File: src/rtl/tri_pkg.sv
// Shared types and constants for the triangle pattern writer: vertex/triangle
// layouts, pattern modes, FSM states and the fixed triangle table.
package tri_pkg;

  localparam int TRI_COORD_W = 10;

  typedef logic [TRI_COORD_W-1:0] coord_t;
  typedef coord_t [1:0]           vertex_t;    // [0]=x, [1]=y
  typedef vertex_t [2:0]          triangle_t;

  typedef enum logic [1:0] {
    MODE_TABLE = 2'd0,
    MODE_GRID  = 2'd1,
    MODE_LFSR  = 2'd2
  } pat_mode_e;

  typedef enum logic [1:0] {
    S_IDLE  = 2'd0,
    S_GEN   = 2'd1,
    S_WRITE = 2'd2,
    S_DONE  = 2'd3
  } wr_state_e;

  // Indexed [entry][vertex][0=x,1=y].
  localparam int TRI_TABLE [4][3][2] = '{
    '{'{100,  40}, '{ 40, 120}, '{ 20,  60}},
    '{'{100, 140}, '{140, 120}, '{120, 160}},
    '{'{200, 240}, '{240, 220}, '{220, 260}},
    '{'{300, 100}, '{360, 100}, '{330, 160}}
  };

endpackage

File: src/rtl/tri_lfsr16.sv
// 16-bit Fibonacci LFSR, shifting left with taps 15,13,12,10 fed into bit 0.
module tri_lfsr16 #(
  parameter logic [15:0] RESET_SEED = 16'hACE1
) (
  input  logic        Clk,
  input  logic        Reset_n,
  input  logic        enable,
  input  logic        load,
  input  logic [15:0] seed,
  output logic [15:0] state
);

  logic feedback;

  assign feedback = state[15] ^ state[13] ^ state[12] ^ state[10];

  // Load wins over enable so a restart always begins from the seed.
  always_ff @(posedge Clk or negedge Reset_n) begin
    if (!Reset_n)    state <= RESET_SEED;
    else if (load)   state <= seed;
    else if (enable) state <= {state[14:0], feedback};
  end

endmodule

File: src/rtl/tri_pattern_writer.sv
// Generates NUM_TRI screen-space triangles (table, grid or LFSR pattern) and
// pushes them one per write into a triangle FIFO.
module tri_pattern_writer
  import tri_pkg::*;
#(
  parameter int          COORD_W   = 10,
  parameter int          NUM_TRI   = 8,
  parameter int          SCREEN_W  = 640,
  parameter int          SCREEN_H  = 480,
  parameter int          GRID_STEP = 40,
  parameter logic [15:0] LFSR_SEED = 16'hACE1
) (
  input  logic                          Clk,
  input  logic                          Reset_n,
  input  logic                          clear_start,
  input  logic [1:0]                    mode,
  input  logic                          fifo_full,
  output logic                          fifo_w,
  output logic [2:0][1:0][COORD_W-1:0]  proj_triangle_in,
  output logic                          busy,
  output logic                          done,
  output logic [7:0]                    tri_count,
  output wr_state_e                     dbg_state
);

  localparam int AW = COORD_W + 4;
  typedef logic [AW-1:0] wide_t;
  typedef logic [2:0][1:0][COORD_W-1:0] tri_vec_t;

  localparam wide_t X_MAX = wide_t'(SCREEN_W - 1);
  localparam wide_t Y_MAX = wide_t'(SCREEN_H - 1);
  localparam wide_t GSTEP = wide_t'(GRID_STEP);
  localparam logic [15:0] COORD_MASK = 16'((1 << COORD_W) - 1);

  function automatic logic [COORD_W-1:0] clamp(input wide_t v, input wide_t lim);
    return (v > lim) ? lim[COORD_W-1:0] : v[COORD_W-1:0];
  endfunction

  wr_state_e   state;
  pat_mode_e   mode_q;
  logic [2:0]  sub;
  logic [15:0] lfsr_state;
  logic [15:0] lfsr_low;
  logic        lfsr_en;
  logic        lfsr_load;
  wide_t       gx0, gy0;
  tri_vec_t    grid_tri, tbl_tri;
  logic [COORD_W-1:0] lfsr_coord;

  assign dbg_state = state;
  assign busy      = (state == S_GEN) || (state == S_WRITE);
  assign done      = (state == S_DONE);

  // FIFO handshake: fifo_full acts as !ready. A triangle transfers on every
  // cycle fifo_w is high; fifo_w is only raised in Write and only while the
  // FIFO is not full, and the triangle register is frozen until it transfers.
  assign fifo_w    = (state == S_WRITE) && !fifo_full;

  assign lfsr_en   = (state == S_GEN) && (mode_q == MODE_LFSR);
  assign lfsr_load = (state == S_IDLE) && clear_start;
  assign lfsr_low  = lfsr_state & COORD_MASK;

  tri_lfsr16 #(.RESET_SEED(LFSR_SEED)) u_lfsr (
    .Clk     (Clk),
    .Reset_n (Reset_n),
    .enable  (lfsr_en),
    .load    (lfsr_load),
    .seed    (LFSR_SEED),
    .state   (lfsr_state)
  );

  always_comb begin
    gx0 = wide_t'(tri_count[2:0]) * GSTEP;
    gy0 = wide_t'(tri_count[7:3]) * GSTEP;
    grid_tri       = '0;
    grid_tri[0][0] = clamp(gx0,         X_MAX);
    grid_tri[0][1] = clamp(gy0,         Y_MAX);
    grid_tri[1][0] = clamp(gx0 + GSTEP, X_MAX);
    grid_tri[1][1] = clamp(gy0,         Y_MAX);
    grid_tri[2][0] = clamp(gx0,         X_MAX);
    grid_tri[2][1] = clamp(gy0 + GSTEP, Y_MAX);
  end

  always_comb begin
    tbl_tri = '0;
    for (int v = 0; v < 3; v++) begin
      for (int c = 0; c < 2; c++) begin
        tbl_tri[v][c] = COORD_W'(TRI_TABLE[tri_count[1:0]][v][c]);
      end
    end
  end

  // Even sub-steps capture an x coordinate, odd ones a y coordinate.
  assign lfsr_coord = clamp(wide_t'(lfsr_low), sub[0] ? Y_MAX : X_MAX);

  always_ff @(posedge Clk or negedge Reset_n) begin
    if (!Reset_n) begin
      state            <= S_IDLE;
      mode_q           <= MODE_TABLE;
      sub              <= 3'd0;
      tri_count        <= 8'd0;
      proj_triangle_in <= '0;
    end else begin
      case (state)
        S_IDLE: begin
          if (clear_start) begin
            case (mode)
              2'd1:    mode_q <= MODE_GRID;
              2'd2:    mode_q <= MODE_LFSR;
              default: mode_q <= MODE_TABLE;
            endcase
            tri_count <= 8'd0;
            sub       <= 3'd0;
            state     <= S_GEN;
          end
        end
        S_GEN: begin
          if (mode_q == MODE_LFSR) begin
            proj_triangle_in[sub[2:1]][sub[0]] <= lfsr_coord;
            if (sub == 3'd5) begin
              sub   <= 3'd0;
              state <= S_WRITE;
            end else begin
              sub <= sub + 3'd1;
            end
          end else begin
            proj_triangle_in <= (mode_q == MODE_GRID) ? grid_tri : tbl_tri;
            state            <= S_WRITE;
          end
        end
        S_WRITE: begin
          if (!fifo_full) begin
            tri_count <= tri_count + 8'd1;
            state     <= (tri_count + 8'd1 == 8'(NUM_TRI)) ? S_DONE : S_GEN;
          end
        end
        S_DONE: begin
          if (!clear_start) state <= S_IDLE;
        end
        default: state <= S_IDLE;
      endcase
    end
  end

endmodule

File: config.mk
export PLATFORM = sky130hd
export DESIGN_NAME = tri_pattern_writer
export DESIGN_NICKNAME = d
export VERILOG_FILES = /design/src/rtl/tri_pkg.sv /design/src/rtl/tri_lfsr16.sv /design/src/rtl/tri_pattern_writer.sv
export SDC_FILE = /design/constraint.sdc
export NUM_CORES = 1
export LEC_CHECK = 0
export BUFFER_PORTS_ARGS = -buffer_cell sky130_fd_sc_hd__buf_2
export CAP_MARGIN = 10
export CORE_AREA = 2 2 138 140
export DETAILED_ROUTE_END_ITERATION = 10
export DIE_AREA = 0 0 140 142
export PLACE_DENSITY_LB_ADDON = 0.05
export SLEW_MARGIN = 15
export SYNTH_ARGS = -nofsm -noshare
export SYNTH_HDL_FRONTEND = slang
export SYNTH_SLANG_ARGS = --single-unit
File: constraint.sdc
create_clock -name Clk -period 5.82 [get_ports Clk]
set_input_delay 0.873 -clock Clk [delete_from_list [all_inputs] [get_ports Clk]]
set_output_delay 0.873 -clock Clk [all_outputs]
set_load 0.1 [all_outputs]
==> run_results.csv <==
group,metric,value,unit
status,status,"finished, violations left",
status,violations,"design-rule violations",
setup_path,crit_cells,5,
clock_network,clock_path_buffers,2,
clock_network,htreeDepth,3,
routing,ant_nets,0,
timing,skew,0.00564,ns
timing,timing.slew.headroom,27.8,%
setup_path,critPathSlowestCell,"o21ai_1",
setup_path,cp-end-kind,"flip-flop",
global_routing,grt_pass1_wl,30.4,mm
global_routing,grt_use_total,20.1,%
timing,max_slew.worst_pin.slew,1.08,ns
setup_path,crit_start,"mode_q[1]$_DFFE_PN0P_",
setup_path,cp_max_fo,27,
floorplanning,fp.dieArea,0.0199,mm²
clock_network,clkTransAtPathRegs,0.07,ns
clock_network,cts_inserted_buffers,9,
finish,layout.nets,749,
setup_path,crit_arrival,3.47,ns
synth,synth_flop_cell,"dfrtp_1",
floorplanning,start_util,29.5,%
global_routing,grt_remaining_overflow,0,
finish,final_common_cell,"nand2_1",
floorplanning,chipHeight,142,µm
clock_network,cts_resized,0,
synth,synth_cell_types,64,
finish,n_antenna_cell,0,
routing,drc,4,
clock_network,post_cts_buffers,0,
finish,area_growth_syn_to_layout,16.6,%
setup_path,crit_chain,"nand2b_1 > o21ai_1 > a211oi_1 > a21oi_1 > o21ai_0",
floorplanning,coreArea,0.0185,mm²
timing,maxSlewViolCount,0,
setup_path,criticalPathCategory,"reg -> reg",
clock_network,postCtsHoldBufs,0,
routing,wirelength,19.8,mm
synth,synthArstFlopShare,100,%
global_routing,grt_max_degree,52,
setup_path,max_stage_delay,1.06,ns
setup_path,start_kind,"flip-flop",
synth,ys_seq_area_share,42.0,%
finish,layout_common_cells,"112 x nand2_1, 83 x dfrtp_1, 77 x buf_2",
clock_network,clock_latency,0.36,ns
timing,setup_viol,0,
placed_design,hpwl,14.5,mm
synth,syn_avg_cell_area,8.35,µm²
routing,drt_first_pass_iters,10,
routing,vias_per_cell,5.46,
floorplanning,die_x,140,µm
placed_design,gp_congestion,0.890,
finish,final_core_util,34.4,%
clock_network,cts_tree,"yes",
routing,vias,5210,
floorplanning,boundaryPins,79,
synth,syn_inst,652,
synth,yosysWarnings,0,
setup_path,required,6.03,ns
routing,wl_per_cell,20.7,µm
floorplanning,rows,50,
global_routing,antenna_found_initial,0,
routing,drt_first_iter_violations,361,
timing,max_freq,307,MHz
synth,syn_nets,685,
run,maxCapViolations,0,
timing,timing.setup.tns,0,ns
timing,fin_crit_sh,55.9,%
setup_path,reg2reg_from,"mode_q[1]$_DFFE_PN0P_",
synth,mappedNetlistArea,0.00544,mm²
clock_network,clock_sinks,91,
clock_network,root_buffer,"clkbuf_16",
timing,hold_viol,0,
timing,rsz0062_at_grt,"no",
placed_design,io_buffers,78,
finish,layout-drive-gt1-share,16.6,%
min_path,whs_path_depth,2,
synth,synth.ff_latch_count,91,
setup_path,worst_r2r_path_depth,5,
min_path,hp-start,"proj_triangle_in[44]$_DFFE_PN0P_",
timing,period_needed,3.25,ns
setup_path,critical_path.top_delay_family,"compound AO/OA/AOI/OAI gates",
global_routing,grt_pass1_vias,4969,
min_path,hold_class,"reg -> reg",
synth,synth-edff-count,0,
setup_path,crit_buf_inv,0,
## sequential cells by signal, indices dropped and copies added, names as in the netlist
name	count
proj_triangle_in	60
u_lfsr.state	16
tri_count	8
sub	3
dbg_state	2
mode_q	2
## cells in the mapped netlist (all sizes together) (9+ instances only)
cell type | number | share of area [%]
ha | 26 | 6.0
nand3 | 21 | 1.9
a21oi | 69 | 6.4
a31oi | 15 | 1.7
dfrtp | 83 | 38
o21ai | 76 | 7.0
nor2 | 61 | 4.2
clkbuf | 25 | 1.7
nand2 | 112 | 7.7
nor3 | 9 | 0.83
inv | 14 | 0.97
## worst register-to-register path, cell delays in order, from the launching register on
cell      delay [ns]
dfrtp_1         0.91
nand2b_1        0.73
o21ai_1         1.06
a211oi_1        0.16
a21oi_1         0.16
o21ai_0         0.10
## kinds of logic after synthesis
kind of cell	after synthesis	synth area share, %
and+or+nand+nor	246	20.1
buffers and inverters	44	3.26
DFF	91	42.0
adders and majority gates	28	6.53
AOI/OAI and AO/OA	225	25.0
xor gates and xnor gates	14	2.39
muxes	4	0.759
## per-layer routing
metal	GRT usage, %	up-vias	wire [µm]
li1	-	2465	-
met1	28.1	2513	9150
met2	31.1	203	8880
met3	2.86	29	1090
met4	8.83	0	649
met5	0	-	0
## worst paths after layout
check                                                    to  slack (ns)
min in group asynchronous  proj_triangle_in[23]$_DFFE_PN0P_        0.49
min reg2reg                proj_triangle_in[44]$_DFFE_PN0P_        0.48
max reg2reg                proj_triangle_in[47]$_DFFE_PN0P_        2.57
max                        proj_triangle_in[47]$_DFFE_PN0P_        2.57
max in group asynchronous  proj_triangle_in[18]$_DFFE_PN0P_        4.25
min                        proj_triangle_in[44]$_DFFE_PN0P_        0.48
## stage by stage
stage	instances	hold WS, ns	worst slack [ns]	instance area (µm²)
after CTS	955	0.490	2.58	6340
after detailed placement	939	0.474	2.60	6040
final	955	0.479	2.57	6340
after global placement	939	0.462	2.68	6040
after global routing	955	0.507	2.31	6340
after floorplan	652	0.465	2.20	5440
## final cells by class
cell class	count	area (µm²)
fillers	1922	12100
flip-flops and latches	91	2290
clock inverters	6	73.8
well taps	234	293
repair buffers	83	430
clock buffers	10	229
multi-input cells	517	2980
inverters	14	52.6
Power is not shown: default switching activity piles up to over one toggle a cycle in this logic, so the estimate is an artifact.
